==> config.mk <==
export PLATFORM = sky130hd
export DESIGN_NAME = uart_tx
export DESIGN_NICKNAME = d
export VERILOG_FILES = /design/src/rtl/uart_pkg.sv /design/src/rtl/uart_tx_parity.sv /design/src/rtl/uart_tx.sv
export SDC_FILE = /design/constraint.sdc
export NUM_CORES = 1
export LEC_CHECK = 0
export CORE_AREA = 2 2 59 61
export CTS_BUF_LIST = sky130_fd_sc_hd__clkbuf_4 sky130_fd_sc_hd__clkbuf_8
export DETAILED_ROUTE_END_ITERATION = 10
export DIE_AREA = 0 0 61 63
export DONT_BUFFER_PORTS = 1
export PLACE_DENSITY = 0.58
export REMOVE_ABC_BUFFERS = 1
export SYNTH_ARGS = -nofsm -noshare
export SYNTH_HDL_FRONTEND = slang
export SYNTH_HIERARCHICAL = 1
export SYNTH_SLANG_ARGS = --single-unit
==> constraint.sdc <==
create_clock -name i_clk -period 2.05 [get_ports i_clk]
set_input_delay 0.3075 -clock i_clk [delete_from_list [all_inputs] [get_ports i_clk]]
set_output_delay 0.3075 -clock i_clk [all_outputs]
set_load 0.03 [all_outputs]
==> src/rtl/uart_pkg.sv <==
// rtl/uart_pkg.sv - shared types and constants for the UART transmitter
package uart_pkg;

  typedef enum logic [2:0] {
    IDLE   = 3'd0,
    START  = 3'd1,
    DATA   = 3'd2,
    PARITY = 3'd3,
    STOP   = 3'd4
  } uart_state_e;

  localparam logic PAR_EVEN = 1'b0;
  localparam logic PAR_ODD  = 1'b1;

endpackage

==> src/rtl/uart_tx_parity.sv <==
// rtl/uart_tx_parity.sv - combinational even/odd parity of a data word
module uart_tx_parity
  import uart_pkg::*;
#(
  parameter int DATA_WIDTH = 8
) (
  input  logic [DATA_WIDTH-1:0] i_data,
  input  logic                  i_par_typ,
  output logic                  o_parity
);

  assign o_parity = (i_par_typ == PAR_ODD) ? ~^i_data : ^i_data;

endmodule

==> src/rtl/uart_tx.sv <==
// rtl/uart_tx.sv - UART transmit serializer with one-entry holding register
// Parity bit support is compiled in only when UART_TX_PARITY_EN is defined.
module uart_tx
  import uart_pkg::*;
#(
  parameter int DATA_WIDTH = 8
) (
  input  logic                  i_clk,
  input  logic                  i_rst,
  input  logic [DATA_WIDTH-1:0] i_data,
  input  logic                  i_data_valid,
  output logic                  o_ready,
  input  logic                  i_par_en,
  input  logic                  i_par_typ,
  output logic                  o_tx_out,
  output logic                  o_busy
);

  localparam int CW = $clog2(DATA_WIDTH);
  localparam logic [CW-1:0] LAST_BIT = CW'(DATA_WIDTH - 1);

  uart_state_e           state_q, state_d;
  logic                  tx_q, tx_d;
  logic                  busy_q, busy_d;
  logic [DATA_WIDTH-1:0] hold_q, hold_d;
  logic                  hold_full_q, hold_full_d;
  logic [DATA_WIDTH-1:0] shift_q, shift_d;
  logic [CW-1:0]         cnt_q, cnt_d;
  logic                  par_en_q, par_en_d;
  logic                  par_bit_q, par_bit_d;
  logic                  par_en_load;
  logic                  par_calc;
  logic                  load;

`ifdef UART_TX_PARITY_EN
  uart_tx_parity #(
    .DATA_WIDTH(DATA_WIDTH)
  ) u_parity (
    .i_data   (hold_q),
    .i_par_typ(i_par_typ),
    .o_parity (par_calc)
  );
  assign par_en_load = i_par_en;
`else
  logic unused_par;
  assign unused_par  = i_par_en ^ i_par_typ;
  assign par_calc    = 1'b0;
  assign par_en_load = 1'b0;
`endif

  always_comb begin
    state_d     = state_q;
    tx_d        = tx_q;
    hold_d      = hold_q;
    hold_full_d = hold_full_q;
    shift_d     = shift_q;
    cnt_d       = cnt_q;
    par_en_d    = par_en_q;
    par_bit_d   = par_bit_q;
    load        = 1'b0;

    if (i_data_valid && !hold_full_q) begin
      hold_d      = i_data;
      hold_full_d = 1'b1;
    end

    case (state_q)
      IDLE: begin
        tx_d = 1'b1;
        load = hold_full_q;
      end
      START: begin
        state_d = DATA;
        tx_d    = shift_q[0];
        shift_d = shift_q >> 1;
        cnt_d   = '0;
      end
      DATA: begin
        if (cnt_q == LAST_BIT) begin
          cnt_d = '0;
          if (par_en_q) begin
            state_d = PARITY;
            tx_d    = par_bit_q;
          end else begin
            state_d = STOP;
            tx_d    = 1'b1;
          end
        end else begin
          tx_d    = shift_q[0];
          shift_d = shift_q >> 1;
          cnt_d   = cnt_q + CW'(1);
        end
      end
      PARITY: begin
        state_d = STOP;
        tx_d    = 1'b1;
      end
      STOP: begin
        tx_d = 1'b1;
        if (hold_full_q) begin
          load = 1'b1;
        end else begin
          state_d = IDLE;
        end
      end
      default: begin
        state_d = IDLE;
        tx_d    = 1'b1;
      end
    endcase

    // Load only happens with the holding register full, so it never races a capture.
    if (load) begin
      state_d     = START;
      tx_d        = 1'b0;
      shift_d     = hold_q;
      hold_full_d = 1'b0;
      par_en_d    = par_en_load;
      par_bit_d   = par_calc;
    end

    busy_d = (state_d != IDLE);
  end

  always_ff @(posedge i_clk or posedge i_rst) begin
    if (i_rst) begin
      state_q     <= IDLE;
      tx_q        <= 1'b1;
      busy_q      <= 1'b0;
      hold_q      <= '0;
      hold_full_q <= 1'b0;
      shift_q     <= '0;
      cnt_q       <= '0;
      par_en_q    <= 1'b0;
      par_bit_q   <= 1'b0;
    end else begin
      state_q     <= state_d;
      tx_q        <= tx_d;
      busy_q      <= busy_d;
      hold_q      <= hold_d;
      hold_full_q <= hold_full_d;
      shift_q     <= shift_d;
      cnt_q       <= cnt_d;
      par_en_q    <= par_en_d;
      par_bit_q   <= par_bit_d;
    end
  end

  assign o_tx_out = tx_q;
  assign o_busy   = busy_q;
  assign o_ready  = !hold_full_q;

endmodule

# After elaboration in Yosys (flattened, before gate mapping)
# Cells that the tools add are included.
# Widths: inputs -> output; s select.
[totals]
reg_bits = 25
inputBits = 13
out_inout_bits = 3
word_cells = 38
[op_classes]
reduce_logical = 8
n_eq_ne = 6
addsub = 1
muxes = 16
[op_table]
columns = ["op", "count"]
rows = [
  ["$mux 8", 2],
  ["$pmux 8 s2", 1],
  ["$pmux 3 s5", 1],
  ["$mux 3", 4],
  ["$eq 3x2->1 const B", 2],
  ["$eq 3x3->1 const B", 2],
  ["$pmux 3 s2", 1],
  ["$reduce_bool 3->1", 2],
  ["$mux 1", 5],
  ["$pmux 1 s2", 2],
  ["$reduce_bool 2->1", 2],
  ["$add 3x1->3 const B", 1],
  ["$eq 3x1->1 const B", 1],
  ["$logic_not 3->1", 1],
  ["$ne 3x3->1 const B", 1],
  ["$reduce_and 2->1", 1],
  ["$logic_and 1x1->1", 1],
  ["$logic_not 1->1", 1],
]

# Logic depth before layout (Yosys ltp)
# Gate-level depths: netlist (run 1).
[depth]
depth_word = 5
mapped_depth = 6
mapped_depth_nobuf = 5

# Worst setup path before layout (run 1)
# OpenSTA, ideal clock, no wires.
[synth_timing]
kind = "register -> register"
from = "reg cnt_q[0]"
to = "reg cnt_q[0]"
required_time_ps = 1976
path_stages_with_launch = 7
setup_ps = 74
period_less_slack_ps = 1718
arrival_time_ps = 1644
n_path_buf = 1
path_slack_ps = 332
path_cell_list = "dfrtp_1 -> ha_1 -> ha_1 -> or3b_1 -> buf_6 -> mux2_2 -> o21ai_2"
[synth_via]
elab_chain_cells = 3
elab_cells_between_ends = 4
cone_classes = "1 x add/sub; 1 x eq/ne; 2 x mux"
[synth_lines]
columns = ["element", "line", "rtl"]
rows = [
  ["from (decl)", "uart_tx.sv:28", "logic [CW-1:0] cnt_q, cnt_d;"],
  ["from (signal assigned)", "uart_tx.sv:143", "cnt_q <= cnt_d;"],
  ["$add 3x1->3 / $eq 3x3->1 (equally long branches)", "uart_tx.sv:91, uart_tx.sv:79", ""],
  ["$mux 3 *", "uart_tx.sv:79", "if (cnt_q == LAST_BIT) begin"],
  ["$pmux 3 s2 *", "uart_tx.sv:67", "case (state_q)"],
]
# Mark *: on every way between the ends. The rest lies on a longest branch, timed or not.
# A chain may end at the register's enable or synchronous reset.

# Worst setup path in the final report (run 1)
[layout_timing]
from = "reg cnt_q[0]"
to = "reg shift_q[5]"
[layout_via]
elab_chain_cells = 3
[layout_lines]
columns = ["element", "line", "rtl"]
rows = [
  ["$eq 3x3->1", "uart_tx.sv:79", ""],
  ["$ne 3x3->1 (no line)", "--", ""],
  ["$reduce_and 2->1 (no line)", "--", ""],
  ["to (signal assigned)", "uart_tx.sv:142", "shift_q <= shift_d;"],
  ["to (decl)", "uart_tx.sv:27", "logic [DATA_WIDTH-1:0] shift_q, shift_d;"],
]
# Every way passes these cells.

==> results of run 1 <==
[worst paths after layout]
kind / from / end / slack [ns] / cells after the start
worst min-delay path: i_data[0] / hold_q[0] / 0.11 / 2
min in group asynchronous: i_rst / state_q[0] / 0.42 / 2
worst max register to register: cnt_q[0] / shift_q[5] / 0.21 / 5
worst max-delay path: cnt_q[0] / shift_q[5] / 0.21 / 5
worst min register to register: hold_q[4] / hold_q[4] / 0.52 / 1
max in group asynchronous: i_rst / hold_q[1] / 1.07 / 3
[logic make-up (layout without fill, tap and decap cells)]
family / count (synthesis) / count (layout) / share of synthesized area
muxes: 15 / 15 / 0.125
AOI/OAI and AO/OA: 33 / 33 / 0.188
adders and majority gates: 2 / 2 / 0.0196
buffers and inverters: 19 / 21 / 0.0695
and+or+nand+nor: 27 / 27 / 0.107
DFF: 25 / 25 / 0.491
[power by group]
| part | switching, mW | internal (mW) | total [mW] |
|---|---|---|---|
| registers | 0.213 | 0.743 | 0.956 |
| logic | 0.524 | 0.499 | 1.02 |
| clock network | 0.139 | 0.0892 | 0.229 |
| total | 0.876 | 1.33 | 2.21 |
[sequential cells by signal (all words and copies together) (netlist names)]
signal	count
hold_q	8
shift_q	8
cnt_q	3
state_q	3
hold_full_q	1
o_busy	1
o_tx_out	1
[area by class of cell]
class | instances | area share
timing repair buffer | 6 | 0.0347
tap | 46 | 0.0420
sequential | 25 | 0.458
multi-input combinational | 77 | 0.412
clock buffer | 4 | 0.0219
inverter | 11 | 0.0311
[layout by cell type, fill, tap and decap left out, types with 3 or more instances in the layout]
| cell | n |
|---|---|
| o211a_1 | 6 |
| mux2i_1 | 7 |
| nand2_1 | 6 |
| o21ai_0 | 11 |
| a211oi_1 | 6 |
| dfrtp_1 | 24 |
| mux2_2 | 8 |
| nor2_1 | 11 |
| clkbuf_4 | 4 |
| buf_4 | 5 |
| inv_1 | 10 |
| or3b_2 | 3 |
[repair_timing]
action / in CTS / in global routing
buffers inserted: 0 / 0
gates resized for setup: 0 / 1
setup endpoints to repair: 0 / 7
hold buffers: 1 / 0
endpoints found under the hold margin: 10 / 0
[per-layer routing]
| layer | GRT usage | routed length [um] | vias to the layer above |
|---|---|---|---|
| li1 | - | - | 426 |
| met1 | 0.188 | 1080 | 425 |
| met2 | 0.219 | 1060 | 11 |
| met3 | 0.0373 | 65 | 2 |
| met4 | 0.0245 | 19 | 0 |
| met5 | 0 | 0 | - |
[metrics by stage]
step	hold WS [ns]	instances	power, mW	instance area, um2	setup slack (ns)
2_1_floorplan	0.334	113	1.74	1230	0.242
3_3_place_gp	0.226	164	1.97	1330	0.0858
3_5_place_dp	0.231	164	1.99	1330	0.0829
4_1_cts	0.0958	169	2.23	1370	0.0203
5_1_grt	0.106	169	2.43	1370	0.103
6_report	0.108	169	2.21	1370	0.205
==> results.toml, run 1 <==
[sta]
setup_tns_ns = 0
timing.final.crit_share = 0.900
finClkSkew_ns = 0.00832
grt_setup_unrepaired = "no"
finalSetupViolations = 0
final-hold-violation-count = 0
max_slew_margin = 0.624
fmax_mhz = 542
post_route_minimum_period_ns = 1.84
final_slew_viol_count = 0
tightestPinTransition_ns = 0.561

[global_routing]
first_global_vias = 865
antenna_violations_before_repair = 0
global_route.overflow_total = 0
globalRouteTotalUtil = 0.138
grt_start_max_net_pins = 19
grt_first_pass_wirelength_um = 4040

[clocking]
tritoncts = "built"
clkSlewWorstSetupHoldPaths_ns = 0.13
clk_path_buf_depth = 2
clock_latency_ns = 0.31
tritoncts.num_buffers = 3
cts-root-buf = "clkbuf_4"
clock_tree.htree_level_count = 1
sink_count_of_the_clock_tree = 25

[placement]
place.gp.congestion = 0.719
io_buffers = 0
place.detailed.hpwl_um = 1560

[layout]
nets = 139
area_growth_syn_to_layout_pct = 7.15
num_antenna_cells = 0
drive_above_1_share = 0.211
area_used_by_multi_input_combinational_logic_um2 = 564
finish.utilization = 0.424
sequential_area_um2 = 627
fillers = 322

[worst_setup_path]
worstPathCellList = "ha_1, ha_1, or3b_4, mux2i_1, a211oi_1"
crit_arrival_ns = 2.06
worstPathBufferInverterCount = 0
critical_path.max_fanout = 10
critical_path.startpoint_type = "register"
cpMostUsedCell = "ha_1"
maximum_single_stage_delay_on_the_critical_path_ns = 0.50
cpMaxStageDelayCell = "or3b_4"
cp_data_required_time_ns = 2.27
cp-end-kind = "register"
crit_path_category = "register to register"
crit_family = "simple AND/OR/NAND/NOR gates"

[run_status]
outcome = "complete, no violations"

[drt]
post-route-drc-count = 0
route.final.wire_length_um = 2230
detailedRoute.firstIterationViolations = 30
num_vias = 864
via_per_inst = 5.11
routedWlPerCell_um = 13.2
final_ant_viol_nets = 0
detailedRoute.firstPassIterationCount = 4

[synth]
seq_area_frac_synth = 0.491
asyncSetResetFlopFracSynth = 1.00
area_contributors_post_synth = "dfrtp_1, mux2_2, mux2i_1, o211a_1, o21ai_0"
yosysTopAreaCell = "dfrtp_1"
post_synth.cell_area_avg_um2 = 10.6
syn_inst = 121
ys_seq_elements = 25
synth.cell_area_mm2 = 0.00128
total_number_of_yosys_warnings = 6
post_synth_most_frequent_cells = "dfrtp_1, nor2_1, o21ai_0"
synth.most_common_cell = "dfrtp_1"
postSynth.topFlopCell = "dfrtp_1"
synth_edf_count = 0
yosysUniqueCellTypes = 30
synth_top_area_share = 0.470

[floorplanning]
floorplan.die.height_um = 63
num_rows = 21
floorplan.core_area_mm2 = 0.00323
boundaryPins = 16
die_x_um = 61
initial_core_util = 0.395
design.die.area_mm2 = 0.00384

[hold_path]
min_path_type = "input port to register"

[power_and_ir_drop]
power_density_normalized_to_cell_area_mw_per_mm2 = 1610
p_leak_nw = 0.686
worst_ir_drop_vdd_uv = 700

[job]
max_cap_viols = 0
(Power assumes the default switching activity.)
==> run 2, diff against run 1 <==
Settings changed: SLEW_MARGIN from default to 25.
==> results of run 2 <==
No change in the layout: final DEF, timing and power equal those of run 1.
==> run 3, diff against run 2 <==
Settings changed: CORE_AREA 2 2 59 61 to 2 2 69 52, CTS_BUF_LIST sky130_fd_sc_hd__clkbuf_4 sky130_fd_sc_hd__clkbuf_8 to default, DIE_AREA 0 0 61 63 to 0 0 71 54, PLACE_DENSITY 0.58 to 0.59.
==> run 3 against run 2 <==
Net effect:
- die area decreased by 0.23%
- clock power increased by 29%
- sequential share of layout area decreased by 0.41 points
- non-clock buffer count increased by 1
- register-to-register slack got worse by 0.02 ns
- critical endpoint is now shift_q[6]
==> results.toml, run 3 (synthesis results as in run 1) <==
[worst_setup_path]
worstPathBufferInverterCount = 1
crit_family = "adder cells"
critical_path.startpoint_type = "register"
worstPathCellList = "ha_1, ha_1, or3b_1, buf_4, mux2i_1, a211oi_1"
crit_path_category = "register to register"
cpMostUsedCell = "ha_1"
cp_data_required_time_ns = 2.22
worstSetupPathDepth = 6
crit_arrival_ns = 2.04
cp-endpoint = "shift_q[6]"
rr_worst_depth = 6
ff2ff_setup_slack_ns = 0.19
cpMaxStageDelayCell = "dfrtp_1"
critical_path.max_fanout = 10
timing.critical_path.from = "cnt_q[0]"
cp-end-kind = "register"
r2r-end = "shift_q[6]"
maximum_single_stage_delay_on_the_critical_path_ns = 0.41
critical_path.reg2reg.startpoint = "cnt_q[0]"

[power_and_ir_drop]
clock_power_share = 0.128
power.share.sequential = 0.418
cellInternalPower_mw = 1.39
netSwitchingPower_uw = 917
worst_ir_drop_vdd_uv = 660
power_density_normalized_to_cell_area_mw_per_mm2 = 1670
p_leak_nw = 0.694
switching_share = 0.398
comb_power_share = 0.454

[sta]
setup_tns_ns = 0
post_route_minimum_period_ns = 1.86
fmax_mhz = 536
finalSetupViolations = 0
max_slew_margin = 0.587
tightestPinTransition_ns = 0.618
final_slew_viol_count = 0
timing.final.crit_share = 0.909
finClkSkew_ns = 0.00449
final-hold-violation-count = 0
grt_setup_unrepaired = "no"

[placement]
placedInstanceArea_mm2 = 0.00133
place.detailed.hpwl_um = 1630
place.gp.congestion = 0.725
io_buffers = 0

[floorplanning]
boundaryPins = 16
floorplan.core_area_mm2 = 0.00327
floorplan.die.height_um = 54
initial_core_util = 0.391
design.die.area_mm2 = 0.00383
num_rows = 18
die_x_um = 71

[global_routing]
global_route.overflow_total = 0
grt_start_max_net_pins = 26
grt_first_pass_wirelength_um = 4200
antenna_violations_before_repair = 0
first_global_vias = 892
globalRouteTotalUtil = 0.146

[drt]
routedWlPerCell_um = 14.7
num_vias = 885
final_ant_viol_nets = 0
post-route-drc-count = 0
route.final.wire_length_um = 2410
via_per_inst = 5.40
detailedRoute.firstIterationViolations = 35
detailedRoute.firstPassIterationCount = 4

[clocking]
clkSlewWorstSetupHoldPaths_ns = 0.09
sink_count_of_the_clock_tree = 25
clk_path_buf_depth = 2
clock_tree.htree_level_count = 1
tritoncts.num_buffers = 3
tritoncts = "built"
cts-root-buf = "clkbuf_8"
clock_latency_ns = 0.27
post_cts_resized = 0

[layout]
largestRegisters = "hold_q x8, shift_q x8"
mostFrequentLayoutCell = "dfrtp_1"
num_antenna_cells = 0
fillers = 304
nets = 140
area_growth_syn_to_layout_pct = 8.13
mostFrequentLayoutCells = "dfrtp_1, o21ai_0, nor2_1, inv_1, mux2_2"
final_area_mm2 = 0.00138
drive_above_1_share = 0.202

[job]
max_cap_viols = 0

[run_status]
outcome = "complete, no violations"

[hold_path]
min_path_type = "input port to register"
==> run 3: cell types whose count changed in the layout (fill, tap and decap cells not counted), sizes merged <==
cell,before,now
buf,5,6
==> run 3: how the worst min path moves through the flow <==
stage | startpoint | end | slack, ns | depth (start not counted)
floorplan | i_rst | cnt_q[0] | 0.33 | 1
global placement | i_rst | cnt_q[0] | 0.27 | 2
detailed placement | i_rst | cnt_q[0] | 0.28 | 2
CTS | i_data[0] | hold_q[0] | 0.15 | 2
global route | i_data[0] | hold_q[0] | 0.14 | 2
finish | i_data[0] | hold_q[0] | 0.15 | 2
==> run 3: routing by layer <==
layer	wire length [um]	global-route usage
met2	1110	0.260
met3	91	0.0468
met5	0	0
met1	1200	0.181
met4	8	0.0189
==> run 3: layout make-up <==
| type | instances | area [um2] | share of cell area |
|---|---|---|---|
| Clock buffer | 4 | 45.0 | 0.0326 |
| Inverter | 11 | 42.5 | 0.0308 |
| Multi-Input combinational cell | 77 | 562 | 0.407 |
| Sequential cell | 25 | 627 | 0.454 |
| Tap cell | 40 | 50.0 | 0.0362 |
| Timing Repair Buffer | 7 | 55.1 | 0.0399 |
==> run 3: worst reg2reg max path: cells and delay by family, from the launching register on <==
kind,cells,cell delay (ns)
adder cells (fa/ha/maj),2,0.42
flip-flops,1,0.41
AND/OR/NAND/NOR,1,0.37
AO/OA/AOI/OAI,1,0.25
buffers and inverters,1,0.20
multiplexers,1,0.13
==> run 3: what timing repair did <==
item	4_1_cts	5_1_grt
endpoints found under the hold margin	24	0
hold buffers	1	0
buffers inserted	0	0
==> run 3: power groups by stage <==
| stage | clock network (mW) | registers (mW) | logic, mW |
|---|---|---|---|
| final | 0.296 | 0.962 | 1.04 |
| after global routing | 0.321 | 1.00 | 1.18 |
| after CTS | 0.304 | 0.965 | 1.06 |
| after detailed placement | 0 | 0.973 | 1.05 |
| after global placement | 0 | 0.965 | 1.02 |
| after floorplan | 0 | 0.967 | 0.772 |
==> run 3: per-stage QoR <==
stage                     instances  setup slack, ns  utilization  hold WS, ns  power (mW)
after global placement          159            0.242        0.406        0.274        1.98
after global routing            164           0.0595        0.423        0.142        2.51
after detailed placement        159            0.186        0.406        0.275        2.02
final                           164            0.186        0.423        0.153        2.30
after CTS                       164            0.157        0.423        0.152        2.33
after floorplan                 113            0.242            -        0.334        1.74
